<file path="src/rtl/saturn_bus_program_sequencer.sv">
// saturn_bus_program_sequencer: buffers a nibble program, replays it on phase-1 strobes, optional readback (SATURN_BUSPROG_READBACK_EN).
module saturn_bus_program_sequencer (
  input  logic       i_clk,
  input  logic       i_reset,
  input  logic [3:0] i_phases,
  input  logic [4:0] i_program_address,
  input  logic [4:0] i_program_data,
  input  logic       i_no_read,
  input  logic [3:0] i_bus_nibble,
  output logic       o_bus_busy,
  output logic [3:0] o_bus_nibble,
  output logic       o_bus_cmd,
  output logic       o_bus_strobe,
  output logic [3:0] o_nibble,
  output logic       o_nibble_valid,
  output logic       o_error
);
  localparam logic [1:0] IDLE = 2'd0, LOAD = 2'd1, EXEC = 2'd2, READ = 2'd3;
  logic [4:0] r_buf [0:30];
  logic [4:0] r_wp, r_rp, r_last;
  logic [1:0] r_state, w_next;
  logic       w_wr, w_ok, w_done, w_fire;
  assign w_wr   = i_program_address != r_last && i_program_address != 5'd31;
  assign w_ok   = w_wr && i_program_address == r_wp && r_wp != 5'd31 && r_state != EXEC;
  assign w_done = r_state == EXEC && r_rp == r_wp;
  assign w_fire = r_state == EXEC && !w_done && i_phases[1];
  always_comb begin
    w_next = r_state == IDLE ? (w_ok ? LOAD : IDLE) :
             r_state == LOAD ? (w_wr ? LOAD : EXEC) :
             r_state == EXEC ? (w_done ? READ : EXEC) :
                               (w_ok ? LOAD : READ);
  end
  // Buffer contents survive reset.
  always_ff @(posedge i_clk)
    if (i_reset && w_ok) r_buf[r_wp] <= i_program_data;
  always_ff @(posedge i_clk) begin
    if (!i_reset) begin
      r_state      <= IDLE;
      r_wp         <= '0;
      r_rp         <= '0;
      r_last       <= 5'd31;
      o_bus_busy   <= 1'b0;
      o_bus_nibble <= '0;
      o_bus_cmd    <= 1'b0;
      o_bus_strobe <= 1'b0;
      o_error      <= 1'b0;
    end else begin
      r_state      <= w_next;
      r_last       <= i_program_address;
      r_wp         <= w_done ? 5'd0 : w_ok ? r_wp + 5'd1 : r_wp;
      r_rp         <= w_done ? 5'd0 : w_fire ? r_rp + 5'd1 : r_rp;
      o_bus_busy   <= w_done ? 1'b0 : w_ok ? 1'b1 : o_bus_busy;
      o_bus_strobe <= w_fire;
      o_error      <= o_error | (w_wr && !w_ok);
      if (w_fire) {o_bus_cmd, o_bus_nibble} <= r_buf[r_rp];
    end
  end
`ifdef SATURN_BUSPROG_READBACK_EN
  logic w_samp;
  logic w_unused;
  assign w_samp   = r_state == READ && i_phases[2] && !i_no_read;
  assign w_unused = ^{i_phases[3], i_phases[0]};
  always_ff @(posedge i_clk) begin
    if (!i_reset) begin
      o_nibble       <= '0;
      o_nibble_valid <= 1'b0;
    end else begin
      o_nibble_valid <= w_samp;
      if (w_samp) o_nibble <= i_bus_nibble;
    end
  end
`else
  logic w_unused;
  assign w_unused       = ^{i_phases[3], i_phases[2], i_phases[0], i_no_read, i_bus_nibble};
  assign o_nibble       = '0;
  assign o_nibble_valid = 1'b0;
`endif
endmodule

</file>
<file path="config.mk">
export PLATFORM = sky130hd
export DESIGN_NAME = saturn_bus_program_sequencer
export DESIGN_NICKNAME = d
export VERILOG_FILES = /design/src/rtl/saturn_bus_program_sequencer.sv
export SDC_FILE = /design/constraint.sdc
export NUM_CORES = 1
export LEC_CHECK = 0
export ABC_AREA = 1
export CORE_MARGIN = 1.5
export CORE_UTILIZATION = 55
export DETAILED_ROUTE_END_ITERATION = 8
export GPL_TIMING_DRIVEN = 0
export PLACE_DENSITY_LB_ADDON = 0.3
export SETUP_SLACK_MARGIN = 0.2
export SLEW_MARGIN = 20
export SYNTH_ARGS = -nofsm -noshare
export SYNTH_HDL_FRONTEND = slang
export SYNTH_SLANG_ARGS = --single-unit
</file>
<file path="constraint.sdc">
create_clock -name i_clk -period 2.5 [get_ports i_clk]
set_clock_uncertainty 0.05 [all_clocks]
set_input_delay 0.25 -clock i_clk [delete_from_list [all_inputs] [get_ports i_clk]]
set_output_delay 0.25 -clock i_clk [all_outputs]
set_load 0.01 [all_outputs]
</file>
# Word-level counts from Yosys, hierarchy flattened
# Memories as Yosys holds them, arrays and structs flattened. A register that Yosys moved wholly into a read port is not among the register bits.
# Cells that the tools add are included.
[totals]
ff_bits = 20
ramBits = 155
mem_count = 1
word_cells = 43
[classes]
reduce_logical = 14
n_mux = 9
n_addsub = 2
bitwise = 2
n_eq_ne = 8
[memory_table]
columns = ["name", "depth", "width", "rd", "rd_clocked_by_memory_dff", "wr", "line_no", "source"]
rows = [
  ["r_buf", 31, 5, 1, 1, 1, "19", "logic [4:0] r_buf [0:30];"],
]
[ops]
columns = ["cell", "count"]
rows = [
  ["$add A5 B1 Y5 const B", 2],
  ["$eq A5 B5 Y1", 2],
  ["$mux W2", 5],
  ["$ne A5 B5 Y1 const B", 2],
  ["$logic_and A1 B1 Y1", 9],
  ["$ne A5 B5 Y1", 1],
  ["$mux W1", 4],
  ["$logic_not A1 Y1", 3],
  ["$eq A2 B1 Y1 const B", 1],
  ["$eq A2 B2 Y1 const B", 1],
  ["$logic_not A2 Y1", 1],
  ["$ne A2 B2 Y1 const B", 1],
  ["$reduce_or A2 Y1", 1],
  ["$not A1 Y1", 1],
  ["$or A1 B1 Y1", 1],
]

# Logic depth before layout (Yosys ltp)
# Gate-level depths: netlist of run 1.
[logic_depth]
word_depth = 9
depth_mapped = 13

# Worst setup path before layout of run 1
# No wires, ideal clock.
[synth_timing]
path_kind = "register to register"
from = "register r_wp[0]"
to = "memory r_buf[11][0] (enable)"
required_ps = 2111
path_buffers = 0
slack_ps = 226
stages_incl_launch_ff = 14
setup_time_ps = 339
arrival_time_ps = 1885
path_cell_list = "dfxtp_1 -> ha_1 -> nand2_1 -> nor2_1 -> ha_1 -> inv_1 -> nand2_1 -> a21oi_2 -> nand2_1 -> nor2_2 -> nand3_4 -> inv_2 -> nand3_4 -> nor2_1"
[synth_via]
elab_chain_len = 7
elab_cells_between_ends = 8
cone_classes = "2 x eq/ne; 2 x mux; 4 x reduce/logical"
[synth_rtl]
columns = ["element", "line_no", "source"]
rows = [
  ["start, declared", "20", "logic [4:0] r_wp, r_rp, r_last;"],
  ["start signal, assigned", "50", "r_wp <= w_done ? 5'd0 : w_ok ? r_wp + 5'd1 : r_wp;"],
  ["$eq A5 B5 Y1", "24", "assign w_ok = w_wr && i_program_address == r_wp && r_wp != 5'd31 && r_state != EXEC;"],
  ["$logic_and A1 B1 Y1 (3 in series)", "24", ""],
  ["$logic_and A1 B1 Y1", "35", "if (i_reset && w_ok) r_buf[r_wp] <= i_program_data;"],
  ["$mux W1", "35", ""],
  ["$mux W1 (not written as such)", "35", ""],
  ["end, declared", "19", ""],
]
# Several ways; a longest one is shown, not always the timed one.

# Worst setup path in the final report of run 1
[layout_timing]
from = "register r_wp[0]"
to = "memory r_buf[17][2] (enable)"
# The elaborated chain is that of the path after synthesis.

==> results of run 1 <==
-- cells in the final DEF (no fill, tap or decap), types with 2 or more instances in the layout --
cell type	Yosys	final
buf_4	14	21
xor2_1	9	9
xnor2_1	2	2
nor2_1	147	115
clkinv_4	0	2
nor2_4	1	32
inv_1	29	27
buf_2	11	15
a21oi_1	23	23
dfxtp_4	0	2
dfxtp_1	25	23
buf_6	4	4
nor2_2	1	2
nand3_1	78	78
inv_6	0	3
clkdlybuf4s50_1	0	15
clkbuf_16	0	17
nand3_4	2	2
edfxtp_1	155	155
inv_2	4	5
or2_2	3	3
clkinv_1	1	3
nand2_1	170	168
buf_1	2	2
nor3_1	2	2
ha_1	6	4
clkinvlp_4	0	4
clkinv_2	1	2
o21ai_0	47	47
conb_1	1	5
buf_12	0	2
clkbuf_1	9	11
nand2_8	0	3
-- worst paths after layout --
check | slack, ns | from | endpoint
max | 0.12 | r_wp[0] | r_buf[17][2]
min | 0.06 | i_reset | r_last[1]
max reg2reg | 0.12 | r_wp[0] | r_buf[17][2]
min reg2reg | 0.41 | o_bus_nibble[0] | o_bus_nibble[0]
-- worst max-delay path: cells and delay by family, from the launching register on --
kind	cells	cell delay, ns
fa+ha+maj	2	0.35
simple gates	9	0.95
flops	1	0.36
compound gates	1	0.13
buf+inv	2	0.21
-- cell type report --
class                      count  area (um2)
timing repair buffer          28         263
fill                         999        4700
clock buffer                  19         433
clock inverter                12         108
inverter                      35         138
multi-input combinational    503        2560
sequential                   180        5160
tap                          180         225
buffer                        40         246
-- metrics by stage --
stage / setup TNS, ns / instance area [um2] / hold slack [ns] / util, %
floorplan: 0 / 7790 / 0.297 / -
global placement: -17.38 / 8200 / 0.395 / 59.3
detailed placement: -36.28 / 8180 / 0.397 / 59.2
CTS: 0 / 9110 / 0.0571 / 65.9
global route: 0 / 9130 / 0.0728 / 66.0
finish: 0 / 9130 / 0.0632 / 66.0
-- cell families (layout without fill, tap and decap cells) --
| kind of cell | count (synthesis) | count (layout) | synth area share, % |
|---|---|---|---|
| adders and majority gates | 6 | 6 | 0.966 |
| and+or+nand+nor | 409 | 409 | 21.8 |
| xor gates and xnor gates | 11 | 11 | 1.24 |
| AOI/OAI and AO/OA | 72 | 72 | 4.73 |
| other | 1 | 5 | 0.0482 |
| buffers and inverters | 75 | 134 | 4.88 |
| DFF | 180 | 180 | 66.3 |
-- routing by layer --
| layer | vias to the layer above | wire (um) | global-route usage (%) |
|---|---|---|---|
| li1 | 2634 | - | - |
| met1 | 2743 | 7410 | 37.2 |
| met2 | 321 | 9490 | 45.6 |
| met3 | 57 | 1880 | 5.62 |
| met4 | 0 | 711 | 12.9 |
| met5 | - | 0 | 0 |
-- timing repair --
| item | in CTS | in global routing |
|---|---|---|
| setup buffers | 7 | 2 |
| gates resized for setup | 79 | 4 |
| pin swaps | 13 | 11 |
| cloned | 0 | 0 |
| endpoints found under the hold margin | 0 | 0 |
| endpoints found under the setup margin | 155 | 155 |
-- state kept, by name (all words and copies together) (netlist names), 2 cells and up --
name,flops
o_bus_nibble,4
r_buf,155
r_last,5
r_wp,5
r_rp,5
r_state,2
-- report_power, final --
group	switching, W	total, W	internal, W
Clock	0.00110	0.00246	0.00136
Sequential	0.00000831	0.00328	0.00327
Combinational	0.000147	0.000208	0.0000617
Total	0.00125	0.00594	0.00469
==> metrics.txt, run 1 <==
worst hold path type in -> reg; CP cell instances ha_4, nand2_4, nor2_2, ha_2, inv_2, nand2_2, a21oi_2, nand2_1, nor2_2, nand3_4, nor2_4, buf_12, nand2_8, nor2_4; outcome finished, final reports clean; hpwl dp between 10000 and 15000 um; top cells by count, synth nand2_1, edfxtp_1, nor2_1, nand3_1, o21ai_0; drt total wl around 20000 um; Wirelength per Cell 19.5 um; leading area contributor after synthesis edfxtp_1; initial antenna violation count 0; Synth area leaders edfxtp_1, nand2_1, nor2_1; P per Cell Area 651 nW/um2; Mapped Avg Cell Area around 10 um2; Die X-Extent 122 um; H-tree depth 4; fin worst setup slack about 0.12 ns; CTS Root Cell clkbuf_16; Critical Path End Type flop; dpl ws -0.266 ns; Clock Sinks between 150 and 200; Max Slew Vio Count 0; vias in the first global route around 5700; synth unique cells 30; # hold bufs at CTS 0; first-pass GRT wire length around 30000 um; Starting Density 56.2%; Core ar. between 10000 and 15000 um2; max_slew headroom approximately a quarter; Syn Inst Count around 750; Synth Warn # 0; Die Ht 122 um; routed via count between 5000 and 6000; synthesis-to-layout area growth 17.5%; Final Power a little under 0.006 W; Setup Crit Path Kind reg -> reg; largest net degree at the start of global routing 32; remaining antenna violation count 0; WP data required approximately 2.6 ns; synthesized area approximately 7800 um2; Peak VDD IR between 0.4 and 0.5 mV; Max Root-Sink Buffers 2; Die ar. about 15000 um2; FFs w/ async S/R, synth 0%; synthesis-stage register bit count 180; WHS Path Cells 2; Via-to-Cell Ratio around 5.8; Finished Layout Cells roughly 1000; CTS tree built; endpoints failing setup 0; clock transition time at the flip-flop clock pins of the worst setup and hold paths 0.06 ns; Inst Count DP ~960; initial DRC count roughly 850; most numerous cell in the Yosys netlist nand2_1; Yosys top cell area share between 50 and 60%; crit-path max cell delay 0.36 ns; grt ovf 0; routability cong. 0.962; Hold Violations, Final 0; sequential area share after synthesis approximately 66%; input/output buffers 19; FP Rows 43; Slew @ Worst Pin 1.14 ns; Total GRT Usage 28.3%; Antenna diodes 0; later-pin clock latency in the skew report around 0.43 ns; Tcrit/Tclk final 95.1%; fin nets between 800 and 900; DRC 0; post-layout min period between 2 and 2.5 ns; number of max-cap violations 0; worst r2r path cells 14; P_leak roughly 3.3 nW; share of layout cells above drive strength 1 approximately 16%; RSZ-0062 raised after global routing true; Fmax about 420 MHz; Ports 34; critical path launch point type flop; dominant synthesized flop cell edfxtp_1; WP data arrival 2.45 ns; worst-path fanout max 8; EDFF count, synth about 160; total CTS buffers 17; Pre-Repair DR Iteration Count 7; CP max stage cell dfxtp_4
Power figures use the tool's default switching activity.
==> run 2, diff against run 1 <==
Clock period 2.5 ns to 2.9 ns, I/O delays scaled along.
==> run 2 against run 1 <==
Clock power down 14%. Critical path depth did not move. Count of clock-buffer cells in the layout unchanged. Combinational power fell by 17%. Setup slack gained 0.13 ns. Critical endpoint unchanged. Sequential cell count did not move. Sequential share of layout area up 0.52 points. Core utilization down 0.66 points. Hold slack improved by 0.035 ns. Non-clock buffer count is 4 lower. Final cell count decreased by 0.40%. Die area unchanged.
==> metrics.txt, run 2 (same netlist as run 1, synthesis figures left out) <==
outcome finished, final reports clean; Critical Path End Type flop; Via-to-Cell Ratio 5.73 (-0.68%); WP data required 2.97 ns (+0.40 ns); Routed met3 length 1770 um (-6.0%); RSZ-0062 raised after global routing false; share of layout cells above drive strength 1 14.4% (-1.2 points); register share of total power 55.2% (about the same); P per Cell Area 566 nW/um2 (-13%); Die X-Extent 122 um (unchanged); Fmax 377 MHz (-10%); H-tree depth 4 (unchanged); input/output buffers 19 (unchanged); routability cong. 0.962 (unchanged); CP dominant cell by count nand2_1; Peak VDD IR 0.406 mV (-8.5%); largest net degree at the start of global routing 32 (unchanged); Tcrit/Tclk final 91.4% (-3.7 points); Starting Density 56.2% (unchanged); FP Rows 43 (unchanged); routed via count 5693 (-1.1%); Ports 34 (unchanged); most frequent cells in the layout nand2_1, edfxtp_1, nor2_1, nand3_1, o21ai_0; worst hold path type in -> reg; grt ovf 0 (unchanged); number of max-cap violations 0 (unchanged); initial antenna violation count 0 (unchanged); CP max stage cell dfxtp_2; wl on met1 7410 um (about the same); commonest non-fill, non-tap cell in the layout nand2_1; CTS tree built; crit-path max cell delay 0.37 ns (about the same); Final Power 0.00512 W (-14%); highest routed layer met4; internal power 0.00404 W (-14%); setup TNS 0 ns (unchanged); Total GRT Usage 27.3% (-0.98 points); WP data arrival 2.72 ns (+0.27 ns); CP cell instances ha_2, nand2_1, nor2_1, ha_1, inv_1, nand2_1, a21oi_2, nand2_1, nor2_2, nand3_4, nor2_4, buf_4, nand2_8, nor2_4; clock transition time at the flip-flop clock pins of the worst setup and hold paths 0.06 ns (about the same); first-pass GRT wire length 29100 um (-3.6%); Core ar. 13800 um2 (unchanged); Top reg by flops r_buf; Die ar. 14900 um2 (unchanged); critical path's top delay family simple AND/OR/NAND/NOR gates; remaining antenna violation count 0 (unchanged); total CTS buffers 17 (unchanged); Final Util 65.4% (-0.66 points); hpwl dp 12700 um (unchanged); Pre-Repair DR Iteration Count 7 (unchanged); sw power 0.00108 W (-14%); CTS Root Cell clkbuf_16; Hold Violations, Final 0 (unchanged); later-pin clock latency in the skew report 0.43 ns (about the same); Critical path buffers and inverters 2 (unchanged); Setup Crit Path Kind reg -> reg; max_slew headroom 23.1% (-0.42 points); fin nets 828 (-0.48%); reg2reg setup slack 0.25 ns (+0.13 ns); met2 wire length 9400 um (-0.87%); Logic pwr share 3.4% (about the same); Wirelength per Cell 19.2 um (-1.9%); Antenna diodes 0 (unchanged); synthesis-to-layout area growth 16.3%; hold_ws 0.0979 ns (+0.0346 ns); critical path launch point type flop; endpoints failing setup 0 (unchanged); Clock Power Share 41.4% (about the same); post-layout min period 2.65 ns (+0.273 ns); Slew @ Worst Pin 1.15 ns (+0.00627 ns); drt total wl 19000 um (-2.3%); Clock Sinks 180 (unchanged); # hold bufs at CTS 0 (unchanged); DRC 0 (unchanged); initial DRC count 814 (-4.0%); P_leak 3.29 nW (-1.3%); vias in the first global route 5552 (-2.1%); worst-path fanout max 8 (unchanged); Die Ht 122 um (unchanged); max FFs per register 155 (unchanged); Max Root-Sink Buffers 2 (unchanged); Max Slew Vio Count 0 (unchanged); sw frac 21.0% (-0.044 points)
run 2: metrics by stage:
stage	instance area (um2)	setup slack [ns]	std cells
2_1_floorplan	7790	0.626	758
3_3_place_gp	8200	0.257	957
5_1_grt	9040	0.141	993
3_5_place_dp	8180	0.134	957
6_report	9040	0.251	993
4_1_cts	8870	0.0755	989
run 2: path summary, 6_finish.rpt:
kind | startpoint | end | depth (start not counted)
setup / recovery | r_wp[0] | r_buf[17][2] | 14
hold / removal | i_reset | r_last[1] | 2
setup reg to reg | r_wp[0] | r_buf[17][2] | 14
hold reg to reg | o_bus_nibble[2] | o_bus_nibble[2] | 2
run 2: layer usage:
layer / vias up / global-route usage, %
met5: - / 0
met4: 0 / 11.2
met3: 36 / 5.99
met2: 275 / 44.5
met1: 2750 / 35.6
li1: 2632 / -
run 2: power groups by stage:
stage	logic (W)	registers, W	clock network [W]
floorplan	0.0000808	0.00288	0
global placement	0.000157	0.00288	0
detailed placement	0.000161	0.00288	0
CTS	0.000164	0.00283	0.00212
global route	0.000190	0.00283	0.00222
finish	0.000173	0.00283	0.00212
run 2: repair_timing:
item	in CTS	in global routing
hold endpoints to repair	0	0
resized for setup	36	33
endpoints found under the setup margin	155	155
pin swaps	0	2
buffers inserted	1	4
run 2: cell type report:
| type | instances | area [um2] |
|---|---|---|
| Sequential cell | 180 | 5160 |
| Fill cell | 1008 | 4790 |
| Multi-Input combinational cell | 503 | 2520 |
| Clock buffer | 19 | 433 |
| Buffer | 40 | 246 |
| Tap cell | 180 | 225 |
| Timing Repair Buffer | 24 | 220 |
| Inverter | 35 | 133 |
| Clock inverter | 12 | 108 |
==> variant: new RTL, settings of run 2 <==
Add a define of `SATURN_BUSPROG_READBACK_EN`.
--- a/src/rtl/saturn_bus_program_sequencer.sv
+++ b/src/rtl/saturn_bus_program_sequencer.sv
@@ -1,3 +1,5 @@
 // saturn_bus_program_sequencer: buffers a nibble program, replays it on phase-1 strobes, optional readback (SATURN_BUSPROG_READBACK_EN).
+`define SATURN_BUSPROG_READBACK_EN
+
 module saturn_bus_program_sequencer (
   input  logic       i_clk,
Function: changed (Yosys sat finds a counterexample within 10 cycles, from zero or initial values and one cycle with i_reset low).
==> variant against run 2 <==
  * Sequential cell count is 5 higher
  * Critical endpoint is now r_buf[1][2]$_DFFE_PP_
  * Wire length increased by 5.8%
  * Critical path depth fell by 1
  * Synthesized cell count rose by 2.8%
  * Total power increased by 8.1%
  * Setup slack improved by 49 ps
  * Cell area rose by 4.0%
  * Synthesized area up 1.9%
==> variant: results <==
[pwr]
leakagePower_nw = 3.42
power_switching_mw = 1.14
power.density_nw_per_um2 = 589

[cells_and_area]
drive_gt1_frac = 0.141
regArea_um2 = 5260
clk_share = 0.0667
inv_count = 33
n_fill_cell = 996
area_delta_synth_final_pct = 18.7

[global_routing]
grt_pass1_wl_um = 29800
use_met3 = 0.0747
grt_pass1_vias = 5664
grtUsageMet2 = 0.430

[route]
wl_met2_um = 9720

[place]
pre_cts_slack_ps = 115
post_dp_cell_area_um2 = 8430
port-buffer-count = 31
dp.final_hpwl_um = 13000

[timing]
hold_ws_ps = 340

[hold_path]
min-delay-start = "i_program_data[1]"
hold_end = "r_buf[28][1]$_DFFE_PP_"

[critical_path]
r2r_cells = 13
regToRegSetupSlack_ps = 300

[synth]
synth_cells = 775
yosysSeqAreaShare = 0.664
synth-adder-area-share = 0.00948
yosys-top-cells-count = "nand2_1, edfxtp_1, nor2_1"

[status]
outcome = "complete, no violations"
-- variant: changes by cell type after synthesis, moves of 6 or more --
cell / before / now
nand2_1: 170 / 223
o21ai_0: 47 / 33
buf_4: 14 / 5
inv_1: 29 / 23
nor2_1: 147 / 118
o21ai_1: 0 / 6
-- variant: worst max-delay path by stage --
stage	to	startpoint	slack (ps)	cells past startpoint
6_report	r_buf[1][2]$_DFFE_PP_	r_wp[0]$_SDFFE_PP0P_	300	13
5_1_grt	r_buf[1][2]$_DFFE_PP_	r_wp[0]$_SDFFE_PP0P_	170	13
4_1_cts	r_buf[0][4]$_DFFE_PP_	r_wp[0]$_SDFFE_PP0P_	150	13
3_5_place_dp	r_buf[1][2]$_DFFE_PP_	r_wp[0]$_SDFFE_PP0P_	120	13
3_3_place_gp	r_buf[0][2]$_DFFE_PP_	r_wp[0]$_SDFFE_PP0P_	200	13
2_1_floorplan	r_buf[28][0]$_DFFE_PP_	r_wp[0]$_SDFFE_PP0P_	560	13
